### config.mk
export PLATFORM = sky130hd
export DESIGN_NAME = uart_tx_arb_flat
export DESIGN_NICKNAME = d
export VERILOG_FILES = /design/src/rtl/uart_pkg.sv /design/src/rtl/uart_tx_arb_if.sv /design/src/rtl/uart_rr_pick.sv /design/src/rtl/uart_tx_arb.sv /design/src/flat_wrapper.sv
export SDC_FILE = /design/constraint.sdc
export NUM_CORES = 1
export LEC_CHECK = 0
export ABC_AREA = 1
export ABC_CLOCK_PERIOD_IN_PS = 2600
export CAP_MARGIN = 15
export CORE_ASPECT_RATIO = 2
export CORE_MARGIN = 2
export CORE_UTILIZATION = 35
export CTS_BUF_LIST = sky130_fd_sc_hd__clkbuf_2
export DETAILED_ROUTE_END_ITERATION = 8
export HOLD_SLACK_MARGIN = 0.12
export PLACE_DENSITY_LB_ADDON = 0.15
export SETUP_SLACK_MARGIN = 0.02
export SKIP_CTS_REPAIR_TIMING = 1
export SLEW_MARGIN = 20
export SYNTH_ARGS = -nofsm -noshare
export SYNTH_HDL_FRONTEND = slang
export SYNTH_SLANG_ARGS = --single-unit
### constraint.sdc
create_clock -name clk -period 2.6 [get_ports clk]
set_input_delay 0.52 -clock clk [delete_from_list [all_inputs] [get_ports clk]]
set_output_delay 0.52 -clock clk [all_outputs]
set_load 0.02 [all_outputs]
### src/rtl/uart_pkg.sv
// Shared types and default parameters for the UART transmit arbiter.
package uart_pkg;

    // Arbiter FSM: IDLE waits for a grant, WAIT_LOW waits for the
    // transmitter to take the byte (txrdy falling).
    typedef enum logic {
        IDLE     = 1'b0,
        WAIT_LOW = 1'b1
    } state_t;

    localparam int ACK_TIMEOUT_DEF = 7;
    localparam int MAX_BURST_DEF   = 16;

endpackage

### src/rtl/uart_tx_arb_if.sv
// Requester/transmitter handshake bundle for uart_tx_arb.
//
// Handshake: a requester raises req[i] with data[8i+7:8i] valid and holds both
// until it sees ack[i] for one cycle (the byte is consumed). The arbiter only
// pulses tx_load while txrdy=1, presenting tx_data in the same cycle; the
// transmitter then drops txrdy until its hold register is free again.
interface uart_tx_arb_if #(
    parameter int NUM_REQ = 4
);
    logic [NUM_REQ-1:0]   req;
    logic [NUM_REQ-1:0]   lock;
    logic [8*NUM_REQ-1:0] data;
    logic [NUM_REQ-1:0]   ack;
    logic                 txrdy;
    logic [7:0]           tx_data;
    logic                 tx_load;

    // Environment side: requesters plus transmitter.
    modport master (
        output req, lock, data, txrdy,
        input  ack, tx_data, tx_load
    );

    // Arbiter side.
    modport slave (
        input  req, lock, data, txrdy,
        output ack, tx_data, tx_load
    );
endinterface

### src/rtl/uart_rr_pick.sv
// Round-robin search: lowest requesting index at or after ptr, wrapping.
module uart_rr_pick #(
    parameter  int N  = 4,
    localparam int IW = $clog2(N)
) (
    input  logic [N-1:0]  req,
    input  logic [IW-1:0] ptr,
    output logic          valid,
    output logic [IW-1:0] idx
);
    localparam logic [IW:0] NV = (IW + 1)'(N);

    logic [2*N-1:0] shifted;
    logic [N-1:0]   rot;
    logic [IW-1:0]  off;
    logic [IW:0]    sum;

    // Rotate req so bit 0 is ptr, take the first set bit, rotate the index back.
    always_comb begin
        shifted = {req, req} >> ptr;
        rot     = shifted[N-1:0];
        valid   = |req;
        off     = '0;
        for (int j = N - 1; j >= 0; j--) begin
            if (rot[j]) begin
                off = IW'(j);
            end
        end
        sum = {1'b0, ptr} + {1'b0, off};
        if (sum >= NV) begin
            sum = sum - NV;
        end
        idx = sum[IW-1:0];
    end
endmodule

### src/rtl/uart_tx_arb.sv
// Arbitrates NUM_REQ byte requesters onto one UART transmit hold register,
// with round-robin fairness, bounded lock bursts and an ack-timeout flag.
module uart_tx_arb
    import uart_pkg::*;
#(
    parameter  int NUM_REQ     = 4,
    parameter  int MAX_BURST   = MAX_BURST_DEF,   // >= 2
    parameter  int ACK_TIMEOUT = ACK_TIMEOUT_DEF, // >= 2
    localparam int IW          = $clog2(NUM_REQ)
) (
    input  logic          clk,
    input  logic          reset,
    input  logic          enable,
    input  logic          err_clr,
    uart_tx_arb_if.slave  bus,
    output logic [IW-1:0] owner,
    output logic          busy,
    output logic          err,
    output state_t        state
);
    localparam int BW = $clog2(MAX_BURST);
    localparam int CW = $clog2(ACK_TIMEOUT);

    state_t               state_q, state_d;
    logic [IW-1:0]        rr_ptr;
    logic [BW-1:0]        burst_cnt;
    logic [CW-1:0]        wait_cnt;
    logic                 have_owner;  // owner holds a real grant, not the reset value
    logic                 tx_load_q;
    logic [NUM_REQ-1:0]   ack_q;
    logic [7:0]           tx_data_q;

    logic                 pick_valid;
    logic [IW-1:0]        pick_idx;
    logic                 lock_hit;
    logic                 grant;
    logic                 timeout;
    logic [IW-1:0]        win_idx;
    logic [NUM_REQ-1:0]   win_onehot;
    logic [7:0]           win_data;

    uart_rr_pick #(.N(NUM_REQ)) u_pick (
        .req   (bus.req),
        .ptr   (rr_ptr),
        .valid (pick_valid),
        .idx   (pick_idx)
    );

    // Winner: the current owner keeps the link while it locks and has burst budget.
    always_comb begin
        lock_hit   = have_owner && bus.req[owner] && bus.lock[owner]
                     && (burst_cnt < BW'(MAX_BURST - 1));
        win_idx    = lock_hit ? owner : pick_idx;
        win_onehot = '0;
        win_data   = '0;
        for (int i = 0; i < NUM_REQ; i++) begin
            if (win_idx == IW'(i)) begin
                win_onehot[i] = 1'b1;
                win_data      = bus.data[8*i +: 8];
            end
        end
    end

    // Next state; the txrdy sample in the tx_load cycle predates the load and is ignored.
    always_comb begin
        state_d = state_q;
        grant   = 1'b0;
        timeout = 1'b0;
        case (state_q)
            IDLE: begin
                if (enable && bus.txrdy && pick_valid) begin
                    grant   = 1'b1;
                    state_d = WAIT_LOW;
                end
            end
            WAIT_LOW: begin
                if (!tx_load_q && !bus.txrdy) begin
                    state_d = IDLE;
                end else if (wait_cnt == CW'(ACK_TIMEOUT - 1)) begin
                    timeout = 1'b1;
                    state_d = IDLE;
                end
            end
            default: state_d = IDLE;
        endcase
    end

    // State, grant outputs, counters and the sticky error flag.
    always_ff @(posedge clk) begin
        if (reset) begin
            state_q    <= IDLE;
            rr_ptr     <= '0;
            burst_cnt  <= '0;
            wait_cnt   <= '0;
            have_owner <= 1'b0;
            owner      <= '0;
            tx_load_q  <= 1'b0;
            ack_q      <= '0;
            tx_data_q  <= 8'h00;
            err        <= 1'b0;
        end else begin
            state_q   <= state_d;
            tx_load_q <= grant;
            ack_q     <= grant ? win_onehot : '0;
            if (grant) begin
                tx_data_q  <= win_data;
                owner      <= win_idx;
                have_owner <= 1'b1;
                rr_ptr     <= (win_idx == IW'(NUM_REQ - 1)) ? '0 : win_idx + IW'(1);
                burst_cnt  <= lock_hit ? burst_cnt + BW'(1) : '0;
                wait_cnt   <= '0;
            end else if (state_q == WAIT_LOW) begin
                wait_cnt <= wait_cnt + CW'(1);
            end
            if (timeout) begin
                err <= 1'b1;
            end else if (err_clr) begin
                err <= 1'b0;
            end
        end
    end

    assign bus.ack     = ack_q;
    assign bus.tx_load = tx_load_q;
    assign bus.tx_data = tx_data_q;
    assign busy        = (state_q != IDLE);
    assign state       = state_q;
endmodule

### src/flat_wrapper.sv
// flat-port wrapper written by rule: the top's interface ports become plain ports
module uart_tx_arb_flat import uart_pkg::*;
#(
    parameter  int NUM_REQ     = 4,
    parameter  int MAX_BURST   = MAX_BURST_DEF,          
    parameter  int ACK_TIMEOUT = ACK_TIMEOUT_DEF,        
    localparam int IW          = $clog2(NUM_REQ)
)
  (clk, reset, enable, err_clr, owner, busy, err, state, bus_req, bus_lock, bus_data, bus_txrdy, bus_ack, bus_tx_data, bus_tx_load);
  uart_tx_arb_if #(.NUM_REQ(NUM_REQ)) bus_i ();
  input  logic clk;
  input  logic reset;
  input  logic enable;
  input  logic err_clr;
  output logic [IW-1:0] owner;
  output logic busy;
  output logic err;
  output state_t state;
  input wire logic [$bits(bus_i.req)-1:0] bus_req;
  input wire logic [$bits(bus_i.lock)-1:0] bus_lock;
  input wire logic [$bits(bus_i.data)-1:0] bus_data;
  input wire logic [$bits(bus_i.txrdy)-1:0] bus_txrdy;
  output wire logic [$bits(bus_i.ack)-1:0] bus_ack;
  output wire logic [$bits(bus_i.tx_data)-1:0] bus_tx_data;
  output wire logic [$bits(bus_i.tx_load)-1:0] bus_tx_load;
  assign bus_i.req = bus_req;
  assign bus_i.lock = bus_lock;
  assign bus_i.data = bus_data;
  assign bus_i.txrdy = bus_txrdy;
  assign bus_ack = bus_i.ack;
  assign bus_tx_data = bus_i.tx_data;
  assign bus_tx_load = bus_i.tx_load;
  uart_tx_arb #(.NUM_REQ(NUM_REQ), .MAX_BURST(MAX_BURST), .ACK_TIMEOUT(ACK_TIMEOUT)) u_core (.clk(clk), .reset(reset), .enable(enable), .err_clr(err_clr), .bus(bus_i), .owner(owner), .busy(busy), .err(err), .state(state));
endmodule
==> run metrics <==
CP Class=register to register; Critical Path RT=2.90 ns; area delta synth->final=69.52%; Hold WS=0.4698 ns; n_diodes=0; First-pass DRT Iterations=4; Hold/Removal Path Class=register to register; number of global-route vias before repair=1581; end of the worst hold path=u_core.bus.tx_data[1]; number of CTS-inserted buffers=3; Power Density=640.7 mW/mm^2; Crit. End Element=register; Root Driver=clkbuf_2; syn nets=272; Clock Tree Buf Depth=2; Routed Antenna Nets=0; GRT Resource Usage Total=17.22%; DR DRC count=0; Syn Inst Count=219; Hold Path Origin=u_core.bus.tx_data[1]; relative slew slack=80.20%; reg-to-reg slack, setup=0.13 ns; Clock power frac=10.3%; YS warnings=0; RSZ-0062 raised after global routing=true; first-pass GRT wire length=6741 um; asr flop ratio synth=0%; final WL=4395 um; clk slew on worst S/H paths=0.26 ns; switching part of the total=40.71%; max cap viols=0; # setup viols final=0; fmax=405.3 MHz; Fill cells=388; min Tclk post-route=2.467 ns; fin crit share=94.89%; reg2reg start=u_core.rr_ptr[0]; gr ovfl total=0; Synth Flop Type=dfxtp_1; DP HPWL=3185 um; Crit Path Max Fanout=8; critical path arrival=2.77 ns; Slew Limit Fails=0; P_sw=673.2 uW; # rows=34; worst vdd ir=0.4020 mV; Reg2Reg Capture Point=u_core.bus.tx_data[7]; Int Power=980.5 uW; Buffers on Ports=62; number of synthesized flops with an enable pin=0; CTS sink count=27; H-tree Lvls=1; antenna violations before repair=0; syn avg cell area=6.953 sq um; CTS tree=done; Die Y=97.28 um; worst-margin pin slew=0.2947 ns; Flop pwr share=29.3%; Worst Reg-to-Reg Cells=18; Core Region=0.004254 sq mm; hold depth=2; die area=0.004926 sq mm; routed length per instance=12.49 um; Setup Skew=0.004099 ns; Starting DRT DRC Count=32; Vias/cell=4.753; chip width=50.64 um; vias after detailed routing=1673; Final Wtd Congestion=0.7810; flop and latch count out of synthesis=27; post-synthesis sequential area ratio=35.50%; crit path launch type=register; Nets=352; Synth cell types=30; Clock Latency Late Sink=0.37 ns; Logic pwr share=60.4%; Finished Core Util=60.68%; Hold Violations, Final=0; status=completed; layout cells sized above 1=24.50%; Leakage=0.001163 uW; largest net degree at the start of global routing=18; Netlist Area Pre-Place=0.001523 sq mm; number of I/O pins=63; Starting Density=35.79%
layout make-up:
class / count / area, sq um / share of cell area, %
inverter: 25 / 106.4 / 4.120
tap: 54 / 67.56 / 2.618
timing repair buffer: 81 / 823.3 / 31.90
sequential: 27 / 545.5 / 21.13
clock buffer: 4 / 20.02 / 0.7756
multi-input combinational: 161 / 1018 / 39.46
power by group through the flow:
stage	logic (uW)	clock network [uW]	registers (uW)
floorplan	397	0	524
global placement	720	0	488
detailed placement	727	0	487
CTS	731	176	480
global route	1090	191	490
finish	1000	170	484
worst max-delay path: stages (launching register included):
cell	delay, ns
dfxtp_2	0.41
buf_6	0.12
nand2_1	0.08
nand3_1	0.11
nand2_1	0.10
a21boi_2	0.13
ha_2	0.20
xnor2_2	0.12
nand3_1	0.10
nand3_2	0.12
nand2_4	0.10
ha_4	0.19
buf_6	0.14
a21oi_1	0.13
nand2_1	0.08
o21ai_2	0.07
a21oi_2	0.06
o21ai_1	0.07
nand2_1	0.06
sequential cells by signal (all words and copies together), names as in the netlist:
signal / cells
u_core.bus.ack: 4
u_core.owner: 2
u_core.have_owner: 1
u_core.bus.tx_data: 8
u_core.bus.tx_load: 1
u_core.wait_cnt: 3
u_core.busy: 1
u_core.err: 1
u_core.rr_ptr: 2
u_core.burst_cnt: 4
layer usage:
| metal | part of all wire, % | GRT usage, % | vias up |
|---|---|---|---|
| met5 | 0 | 0 | - |
| met4 | 1.7 | 6.445 | 0 |
| met3 | 3.9 | 2.154 | 7 |
| met2 | 49 | 28.85 | 41 |
| met1 | 45 | 21.99 | 744 |
| li1 | - | - | 881 |
through the flow:
| stage | total power, uW | instances | worst slack, ns | instance area, sq um | setup TNS, ns |
|---|---|---|---|---|---|
| 2_1_floorplan | 920.5 | 219 | 0.05569 | 1524 | 0 |
| 3_3_place_gp | 1208 | 342 | -0.6521 | 2282 | -5.513 |
| 3_5_place_dp | 1214 | 342 | -0.7295 | 2282 | -6.792 |
| 4_1_cts | 1387 | 346 | -0.3131 | 2302 | -2.234 |
| 5_1_grt | 1770 | 352 | -0.02478 | 2581 | -0.09179 |
| 6_report | 1654 | 352 | 0.1329 | 2581 | 0 |
worst max path at each step:
stage / from / cells past startpoint / end
after floorplan: bus_req[1] / 20 / u_core.bus.tx_data[6]
final: u_core.rr_ptr[0] / 18 / u_core.bus.tx_data[7]
after global routing: u_core.rr_ptr[0] / 18 / u_core.bus.tx_data[7]
after global placement: bus_req[1] / 18 / u_core.bus.tx_data[6]
after CTS: bus_req[1] / 18 / u_core.bus.tx_data[7]
after detailed placement: bus_req[1] / 18 / u_core.bus.tx_data[2]
cell usage after synthesis (all sizes together), types with 2 or more instances:
cell | n | area share (%)
o22ai | 2 | 0.82
clkbuf | 3 | 0.99
nand2 | 58 | 15
nand3 | 34 | 11
nor2 | 7 | 2.8
or2 | 3 | 1.2
a21oi | 20 | 7.1
dfxtp | 27 | 35
buf | 3 | 1.6
ha | 8 | 6.6
inv | 23 | 5.8
clkinv | 2 | 0.49
o21ai | 22 | 7.2
cells in the final DEF (no fill, tap or decap), types with 5 or more instances in the layout:
master            n
inv_4             5
nand3_1          26
nor2_1            6
o21ai_2           5
o21ai_0           8
o21ai_1           9
inv_1            16
a21oi_1          13
dfxtp_1          25
nand2_1          50
a21oi_2           7
nand3_2           8
clkdlybuf4s50_1  58
buf_4            14
kinds of logic (layout without fill, tap and decap cells):
family / Yosys count / in the layout / synth area share [%]
adder cells (fa/ha/maj): 8 / 8 / 6.574
flip-flops: 27 / 27 / 35.50
AO/OA/AOI/OAI: 47 / 47 / 16.68
AND/OR/NAND/NOR: 104 / 104 / 31.22
buffers and inverters: 31 / 110 / 8.875
XOR/XNOR: 2 / 2 / 1.151
No activity file was read; power rests on OpenSTA's default activity.
